[src/rtl/shift_pkg.sv]
// Shared decode constants and enums for the iterative shifter.
package shift_pkg;

  localparam logic [5:0] FN_SLL   = 6'b000000;
  localparam logic [5:0] FN_ROTR  = 6'b000001;
  localparam logic [5:0] FN_SRL   = 6'b000010;
  localparam logic [5:0] FN_SRA   = 6'b000011;
  localparam logic [5:0] FN_SLLV  = 6'b000100;
  localparam logic [5:0] FN_ROTRV = 6'b000101;
  localparam logic [5:0] FN_SRLV  = 6'b000110;
  localparam logic [5:0] FN_SRAV  = 6'b000111;

  typedef enum logic [1:0] {
    OP_SLL,
    OP_SRL,
    OP_SRA,
    OP_ROR
  } op_e;

  typedef enum logic [1:0] {
    S_IDLE,
    S_SHIFT,
    S_DONE,
    S_ERR
  } state_e;

endpackage

[src/rtl/shift_amount_sel.sv]
// Decodes funct into a shift op and selects the shift amount (immediate or rs-based).
module shift_amount_sel
  import shift_pkg::*;
#(
  parameter int unsigned WIDTH   = 32,
  parameter bit          SAT_VAR = 1'b1,
  localparam int unsigned SHW    = $clog2(WIDTH),
  localparam int unsigned AW     = SHW + 1
) (
  input  logic [15:0]      instr,
  input  logic [WIDTH-1:0] reg_a,
  output op_e              op,
  output logic [AW-1:0]    amount,
  output logic             illegal
);

  logic [5:0]    w_funct;
  logic [AW-1:0] w_imm;
  logic [AW-1:0] w_mod;
  logic [AW-1:0] w_var;
  logic          w_big;
  logic          w_unused;

  assign w_funct  = instr[5:0];
  assign w_imm    = AW'(instr[10:6]);
  assign w_mod    = {1'b0, reg_a[SHW-1:0]};
  assign w_big    = |reg_a[WIDTH-1:SHW];
  // Out-of-range variable amounts clamp to WIDTH so the shift empties the operand.
  assign w_var    = (SAT_VAR && w_big) ? AW'(WIDTH) : w_mod;
  assign w_unused = ^instr[15:11];

  always_comb begin
    op      = OP_SLL;
    amount  = '0;
    illegal = 1'b0;
    case (w_funct)
      FN_SLL:   begin op = OP_SLL; amount = w_imm; end
      FN_SRL:   begin op = OP_SRL; amount = w_imm; end
      FN_SRA:   begin op = OP_SRA; amount = w_imm; end
      FN_ROTR:  begin op = OP_ROR; amount = w_imm; end
      FN_SLLV:  begin op = OP_SLL; amount = w_var; end
      FN_SRLV:  begin op = OP_SRL; amount = w_var; end
      FN_SRAV:  begin op = OP_SRA; amount = w_var; end
      // Rotates never saturate: the amount is always taken modulo WIDTH.
      FN_ROTRV: begin op = OP_ROR; amount = w_mod; end
      default:  illegal = 1'b1;
    endcase
  end

endmodule

[src/rtl/shift_unit.sv]
// Multi-cycle shifter: shifts STEP bits per cycle under a start/done handshake.
module shift_unit
  import shift_pkg::*;
#(
  parameter int unsigned WIDTH   = 32,
  parameter int unsigned STEP    = 1,
  parameter bit          SAT_VAR = 1'b1
) (
  input  logic             clk,
  input  logic             reset,
  input  logic             start,
  input  logic [15:0]      instr,
  input  logic [WIDTH-1:0] reg_a,
  input  logic [WIDTH-1:0] data_in,
  output logic             busy,
  output logic             done,
  output logic             err,
  output logic [WIDTH-1:0] result
);

  localparam int unsigned SHW = $clog2(WIDTH);
  localparam int unsigned AW  = SHW + 1;

  state_e           r_state;
  op_e              r_op;
  logic [AW-1:0]    r_rem;
  logic             r_sign;
  logic             r_busy;
  logic             r_done;
  logic             r_err;
  logic [WIDTH-1:0] r_result;

  op_e              w_op;
  logic [AW-1:0]    w_amount;
  logic             w_illegal;
  logic [AW-1:0]    w_k;
  logic [WIDTH-1:0] w_shifted;

  shift_amount_sel #(
    .WIDTH   (WIDTH),
    .SAT_VAR (SAT_VAR)
  ) u_amount_sel (
    .instr   (instr),
    .reg_a   (reg_a),
    .op      (w_op),
    .amount  (w_amount),
    .illegal (w_illegal)
  );

  // One STEP-wide shift stage; the final step may be shorter than STEP.
  always_comb begin
    w_k       = (r_rem > AW'(STEP)) ? AW'(STEP) : r_rem;
    w_shifted = r_result;
    case (r_op)
      OP_SLL:  w_shifted = r_result << w_k;
      OP_SRL:  w_shifted = r_result >> w_k;
      OP_SRA:  w_shifted = (r_result >> w_k) |
                           (~({WIDTH{1'b1}} >> w_k) & {WIDTH{r_sign}});
      OP_ROR:  w_shifted = (r_result >> w_k) | (r_result << (AW'(WIDTH) - w_k));
      default: w_shifted = r_result;
    endcase
  end

  // Control FSM; result doubles as the working shift register.
  always_ff @(posedge clk) begin
    if (!reset) begin
      r_state  <= S_IDLE;
      r_op     <= OP_SLL;
      r_rem    <= '0;
      r_sign   <= 1'b0;
      r_busy   <= 1'b0;
      r_done   <= 1'b0;
      r_err    <= 1'b0;
      r_result <= '0;
    end else begin
      r_done <= 1'b0;
      r_err  <= 1'b0;
      case (r_state)
        S_IDLE: begin
          r_busy <= 1'b0;
          if (start) begin
            r_busy <= 1'b1;
            if (w_illegal) begin
              r_state <= S_ERR;
              r_err   <= 1'b1;
            end else if (w_amount == '0) begin
              r_state  <= S_DONE;
              r_done   <= 1'b1;
              r_result <= data_in;
            end else begin
              r_state  <= S_SHIFT;
              r_result <= data_in;
              r_op     <= w_op;
              r_rem    <= w_amount;
              r_sign   <= data_in[WIDTH-1];
            end
          end
        end
        S_SHIFT: begin
          r_result <= w_shifted;
          r_rem    <= r_rem - w_k;
          if (r_rem == w_k) begin
            r_state <= S_DONE;
            r_done  <= 1'b1;
          end
        end
        S_DONE: begin
          r_state <= S_IDLE;
          r_busy  <= 1'b0;
        end
        S_ERR: begin
          r_state <= S_IDLE;
          r_busy  <= 1'b0;
        end
        default: begin
          r_state <= S_IDLE;
          r_busy  <= 1'b0;
        end
      endcase
    end
  end

  assign busy   = r_busy;
  assign done   = r_done;
  assign err    = r_err;
  assign result = r_result;

endmodule

[config.mk]
export PLATFORM = sky130hd
export DESIGN_NAME = shift_unit
export DESIGN_NICKNAME = d
export VERILOG_FILES = /design/src/rtl/shift_pkg.sv /design/src/rtl/shift_amount_sel.sv /design/src/rtl/shift_unit.sv
export SDC_FILE = /design/constraint.sdc
export NUM_CORES = 1
export LEC_CHECK = 0
export CAP_MARGIN = 30
export CORE_MARGIN = 1
export CORE_UTILIZATION = 49
export CTS_CLUSTER_SIZE = 12
export DETAILED_ROUTE_END_ITERATION = 8
export PLACE_DENSITY = 0.82
export SLEW_MARGIN = 20
export SYNTH_ARGS = -nofsm -noshare
export SYNTH_HDL_FRONTEND = slang
export SYNTH_SLANG_ARGS = --single-unit
[constraint.sdc]
create_clock -name clk -period 5.3 [get_ports clk]
set_clock_uncertainty 0.1 [all_clocks]
set_input_delay 1.59 -clock clk [delete_from_list [all_inputs] [get_ports clk]]
set_output_delay 1.59 -clock clk [all_outputs]
set_load 0.02 [all_outputs]
; After elaboration in Yosys (flattened, before gate mapping)
; Index checks and enable logic that the tools add are counted.
[totals]
input_bits = 83
register_bits = 46
[op_classes]
n_mux = 25
addsub = 2
n_reduce_logical = 19
n_bitwise = 5
n_lt_le_gt_ge = 1
shift = 4
n_eq_ne = 18
[ops]
columns = op, count
row1 = $pmux 32 s4, 1
row2 = $mux 32, 2
row3 = $or 32x32->32, 2
row4 = $pmux 32 s2, 1
row5 = $shl 32x6->32, 2
row6 = $and 32x32->32, 1
row7 = $not 32->32, 1
row8 = $shr 32x6->32, 1
row9 = $shr 32x6->32 const A, 1
row10 = $mux 6, 5
row11 = $reduce_or 27->1, 1
row12 = $eq 6x3->1 const B, 4
row13 = $pmux 6 s3, 1
row14 = $eq 6x2->1 const B, 2
row15 = $logic_not 6->1, 2
row16 = $pmux 2 s3, 2
row17 = $pmux 6 s2, 1
row18 = $eq 2x2->1 const B, 4
row19 = $mux 2, 4
row20 = $ne 2x2->1 const B, 4
row21 = $reduce_and 4->1, 2
row22 = $reduce_or 2->1, 4
row23 = $reduce_or 8->1, 1
row24 = $eq 6x1->1 const B, 1
row25 = other kinds (14), 24

; Longest topological paths before layout
[depth]
depth_word = 8
mapped_depth = 16
ltp_nobuf = 10

; Hierarchy
; From an unflattened synthesis, not the netlist that was laid out.
[hier_totals]
cells_unflattened = 560
hier_area_um2 = 4281.6
[modules_own_cells]
columns = mod, area_each_um2, n_inst, seq_area_each_um2, cells_per_inst
row1 = shift_unit, 3992.6, 1, 920.9, 520
row2 = shift_amount_sel, 289.0, 1, 0.0, 40

; Least setup slack after synthesis
; OpenSTA, ideal clock, no wires.
[synth_path]
kind = register to register
start = register r_rem[2]
end = register r_result[16], in the netlist result[16]
setup_ps = 58
stages_incl_launch_ff = 17
t_arrival_ps = 3522
n_path_buf = 7
period_less_slack_ps = 3680
slack_ps = 1620
path_cell_list = dfxtp_1 > buf_6 > or4_4 > buf_6 > nor2_8 > buf_6 > buf_2 > buf_2 > ha_1 > inv_1 > ha_1 > buf_2 > nor2_1 > clkbuf_1 > a22oi_1 > a221oi_2 > o21a_1
[synth_via]
elab_chain_len = 8
elab_cells_between_ends = 13
cone_classes = add/sub: 1 / order compare: 1 / shift: 4 / mux: 3 / bitwise: 4
[synth_rtl]
columns = item, line
row1 = from (decl), shift_unit.sv:26  ; logic [AW-1:0] r_rem;
row2 = from (signal assigned), shift_unit.sv:94  ; r_rem <= w_amount;
row3 = from (signal assigned), shift_unit.sv:101  ; r_rem <= r_rem - w_k;
row4 = $gt 6x1->1, shift_unit.sv:52  ; w_k = (r_rem > AW'(STEP)) ? AW'(STEP) : r_rem;
row5 = $mux 6 (*), shift_unit.sv:52
row6 = branches (longest 4 deep; another with $sub 6x6->6), -
row7 = $pmux 32 s4 (*), shift_unit.sv:54  ; case (r_op)
row8 = $pmux 32 s2 (*), shift_unit.sv:78  ; case (r_state)
row9 = to (signal assigned), shift_unit.sv:89  ; r_result <= data_in;
row10 = to (signal assigned), shift_unit.sv:92  ; r_result <= data_in;
row11 = to (signal assigned), shift_unit.sv:100  ; r_result <= w_shifted;
row12 = to (decl), shift_unit.sv:31  ; logic [WIDTH-1:0] r_result;
; Every way passes the cells marked *.
; A chain may end at the register's enable or synchronous reset.

; Worst setup path after layout
[layout_path]
start = input start
end = register r_rem[1]
[layout_via]
elab_chain_len = 2
[layout_rtl]
columns = item, line
row1 = from (decl), shift_unit.sv:11  ; input logic start,
row2 = $ne 2x2->1 (no source line), -
row3 = $reduce_and 4->1 (no source line), -
; No other way between the ends.

==> results.md <==
- The category of the worst setup path capture point is a flop.
- The setup path with the least slack is of type in2reg.
- The area occupied by registers is between 900 and 1000 um^2.
- The number of different library cells used by synthesis comes to between 60 and 70.
- Input and output buffers added on the ports amount to 112.
- Across the run, the number of max-cap violations was 0.
- The synthesis-to-layout area growth is 31.09%.
- In this run the standard cell core region covers 8175 um^2.
- Of the post-synthesis cell area, the dominant cell type holds 0.2230.
- The via-per-instance ratio is approximately 6.5.
- Counting flops and latches in the post-synthesis netlist gives 46.
- The internal power is 1.021 mW.
- The master cell of the clock root buffer is sky130_fd_sc_hd__clkbuf_8.
- After detailed routing, the number of remaining DRC violations is 2.
- Of all cell types, the one taking the most synthesized area is sky130_fd_sc_hd__dfxtp_1.
- For this run, the register share of the synthesized area comes to 0.2230.
- The worst register-to-register path begins at r_rem[2].
- Setup violations remaining at the end of the flow were counted as 0.
- The synthesized design contains 0 enable-type register cells.
- After clock tree synthesis, the clock-pin slew on the worst setup and hold paths is 0.10 ns.
- The final net count is 738.
- The largest stage delay on the critical path is 0.67 ns.
- The most critical setup path has its startpoint at start.
- The site row count is 33.
- The kind of cell with the highest combined delay along the critical path is compound AO/OA/AOI/OAI gates.
- The final total negative setup slack is 0 ns.
- The final critical delay including setup and external delays is 3.931 ns.
- In this run the top signal layer used is met4.
- Summed over all cells, the static leakage comes to 1.910 nW.
- The HPWL after detailed placement is 9.496 mm.
- The fraction of synthesized area in multiplexers is 0.1482.
- The clock latency at the later pin of the worst-skew pair is 0.31 ns.
- For this design, the CTS-stage hold fixing added 0 buffers.
- The power share of the clock group is 0.190.
- The cell type of the slowest stage on the worst timing path is sky130_fd_sc_hd__or4b_2.
- The worst ir drop on vdd is between 200 and 250 uV.
- The number of antenna violations at the first check in global routing is 0.
- The layout cell share with drive strength beyond 1 is 0.06154.
- The global-route wire length before repair is 22.21 mm.
- The worst path meets setup with 1.369 ns of slack.
- Fill cells in the final layout number 670.
- The detailed router finished its first iteration with 524 violations.
- The most frequently used cell type in the post-synthesis netlist is sky130_fd_sc_hd__nand2_1.
- Entering global routing, the biggest net connects 60 pins.
- The worst hold path startpoint is busy.
- Clock tree synthesis inserted a total of 5 buffers.
- The run finished, with violations left.
- The height of the die is 93.80 um.
- Setup repair after global routing left no endpoint under its margin.
- The power dissipated by switching net loads is 735.5 uW.
- The floorplan step set the die width to ~94 um.
- The critical path arrival is between 4 and 5 ns.
- The final worst-path cycle share is 0.7417.
- Of the total power, combinational logic draws 0.531.
- The routed wire length is 13.62 mm.
- The count of pins on the block boundary is 118.
- By count the netlist is led by sky130_fd_sc_hd__nand2_1, sky130_fd_sc_hd__nor2_1, sky130_fd_sc_hd__dfxtp_1.
- The gate count of the mapped netlist is 560.
- Of the total synthesized cell area, the portion taken by AND, OR, NAND and NOR gates is 0.3009.
- The number of global-route vias before repair came to 4551.
- The proportion of total power due to net switching is 0.4188.
- For this run, the leading register cell type out of synthesis is sky130_fd_sc_hd__dfxtp_1.
- The mapped cell area is 4129 um^2.
- The XOR/XNOR share of the synthesized area is 0.004242.
- The path category of the worst min-delay check is reg2reg.
- Summed over all nets, wire length on met3 after detailed routing comes to about 1.3 mm.
- The routed length per instance is 18.04 um.
- The final-report max-slew violation count was 0.
- In this run, post-CTS repair resized a total of 0 instances.
- In the final routing, the length of wire on met1 measures around 5.7 mm.
- The adder and majority cell fraction of the synthesized area is 0.01818.
- Timing analysis after detailed placement gives a worst setup slack of about 1.1 ns.
- Together, buffers and inverters on the worst path number 2.
- Post-CTS timing repair inserted 0 buffers for setup.
- The mean area per synthesized cell is around 7.4 um^2.
- In this run the remaining antenna-violating nets after routing total 0.
- The area taken by multi-input logic gates is about 3000 um^2.
- In this run the worst path has a maximum fanout of 16.
- In the post-synthesis netlist, the biggest area contributors are sky130_fd_sc_hd__dfxtp_1, sky130_fd_sc_hd__nand2_1, sky130_fd_sc_hd__mux4_1, sky130_fd_sc_hd__nor2_1, sky130_fd_sc_hd__a311oi_1.
- Traced cell by cell, the critical path runs through clkdlybuf4s50_1, or4b_2, nor2_2, buf_4, a211o_1, o221ai_1, a311oi_1.
- Power spread over the standard cell area amounts to 324.4 nW/um^2.
- The H-tree depth reported by CTS is 2.
- No sink is reached through more buffers than the 2 on the longest clock path.
- The checks that failed: design-rule violations.
- The TritonCTS clock tree is done.
- The worst setup path is launched from an input port.
- The share of total power dissipated in sequential elements is 0.280.
- By area, the combinational part of the netlist is dominated by simple AND/OR/NAND/NOR gates.
- During synthesis, Yosys emitted a total of 0 warnings.
- The compound-gate portion of the synthesized area is 0.2464.
- For this run, the total global-route usage over all layers was measured as 0.3123.
- The overall via count from detail_route is approximately 4900.
- Data on the critical path is required at its endpoint by 5.42 ns.
- The normalized max-slew margin is 0.3840.
- The number of hold-slack violations in the final timing report is 0.
- Detailed routing placed a total of between 6 and 7 mm of wire on met2.
- The share of the core filled with cells is 0.6621.
- The antenna diode count is 0.
- Derived from the worst setup path, the maximum achievable clock frequency is 0.2544 GHz.
- The starting utilization of the core area is 0.5051.
- The clock net sink count is 46.
- In the synthesized netlist the async set-or-reset flop fraction comes to 0.
- The final weighted congestion in routability-driven placement is 0.9234.
- The first TritonRoute pass finished after 8 iterations.
- The die covers 8798 um^2.
- The remaining global-route overflow is 0.
- The slew of the pin with the lowest slew margin is ~0.9 ns.
layout make-up:
class	count	share of cell area
clock inverters	2	0.01110
well taps	105	0.02427
flip-flops and latches	46	0.1701
inverters	8	0.005548
repair buffers	123	0.2224
multi-input cells	465	0.5513
clock buffers	6	0.01526
sequential cells by signal, summed over array words and instances, names as in the netlist:
signal and count:
busy 1, r_state 2, result 32, err 1, r_op 2, r_sign 1, r_rem 6, done 1
tightest hold or removal path, stage by stage, from the launching register on:
cell	delay [ns]
sky130_fd_sc_hd__dfxtp_1	0.32
sky130_fd_sc_hd__nand2_1	0.05
sky130_fd_sc_hd__a21oi_1	0.05
placed cells by master (no fill, tap or decap), types with 3 or more instances in the layout:
cell                              count
sky130_fd_sc_hd__o211ai_1             3
sky130_fd_sc_hd__a2bb2oi_1            3
sky130_fd_sc_hd__o21ai_0             13
sky130_fd_sc_hd__mux2i_1              9
sky130_fd_sc_hd__a21oi_1             27
sky130_fd_sc_hd__nor4_1              11
sky130_fd_sc_hd__conb_1               4
sky130_fd_sc_hd__mux4_2               7
sky130_fd_sc_hd__buf_4               11
sky130_fd_sc_hd__o311a_1              3
sky130_fd_sc_hd__a22oi_1              5
sky130_fd_sc_hd__nand2_1            136
sky130_fd_sc_hd__a311oi_1            19
sky130_fd_sc_hd__o21a_1               4
sky130_fd_sc_hd__clkdlybuf4s50_1    112
sky130_fd_sc_hd__or3_1                6
sky130_fd_sc_hd__nand3b_1             4
sky130_fd_sc_hd__dfxtp_1             46
sky130_fd_sc_hd__nand3_1             29
sky130_fd_sc_hd__mux4_1              13
sky130_fd_sc_hd__nor2_1              63
sky130_fd_sc_hd__a31oi_1             23
sky130_fd_sc_hd__and3_1               7
sky130_fd_sc_hd__nor3_1              13
sky130_fd_sc_hd__inv_1                5
sky130_fd_sc_hd__a32oi_1              3
sky130_fd_sc_hd__a211oi_1             7
sky130_fd_sc_hd__a221oi_1             4
sky130_fd_sc_hd__clkbuf_8             6
sky130_fd_sc_hd__ha_1                 6
power by group through the flow:
stage	clock network, mW	logic [mW]	registers, mW
after floorplan	0	0.643	0.509
after global placement	0	0.891	0.492
after detailed placement	0	0.913	0.495
after CTS	0.335	0.917	0.487
after global routing	0.346	1.01	0.499
final	0.333	0.932	0.491
worst paths after layout:
kind / endpoint / slack [ns] / cells after the start
worst max-delay path: r_rem[1] / 1.37 / 7
worst min-delay path: busy / 0.36 / 2
worst max register to register: result[31] / 1.77 / 9
worst min register to register: busy / 0.36 / 2
metrics by stage:
step                      hold slack, ns  cells  area, um^2  total power [mW]
after floorplan                   0.3618    562        4136             1.151
after global placement            0.3488    746        5263             1.383
after detailed placement          0.3528    746        5263             1.408
after CTS                         0.3649    754        5405             1.738
after global routing              0.3965    755        5413             1.851
final                             0.3623    755        5413             1.756
metal layers:
| metal | vias to the layer above | GRT usage |
|---|---|---|
| met5 | - | 0 |
| met4 | 0 | 0.08205 |
| met3 | 26 | 0.04207 |
| met2 | 278 | 0.5140 |
| met1 | 2337 | 0.4289 |
| li1 | 2277 | - |
logic make-up after synthesis:
family	Yosys count
mux	31
simple gates	282
xor+xnor	2
fa+ha+maj	6
compound gates	140
flops	46
other cells	2
buf+inv	51
(Power assumes the default switching activity.)
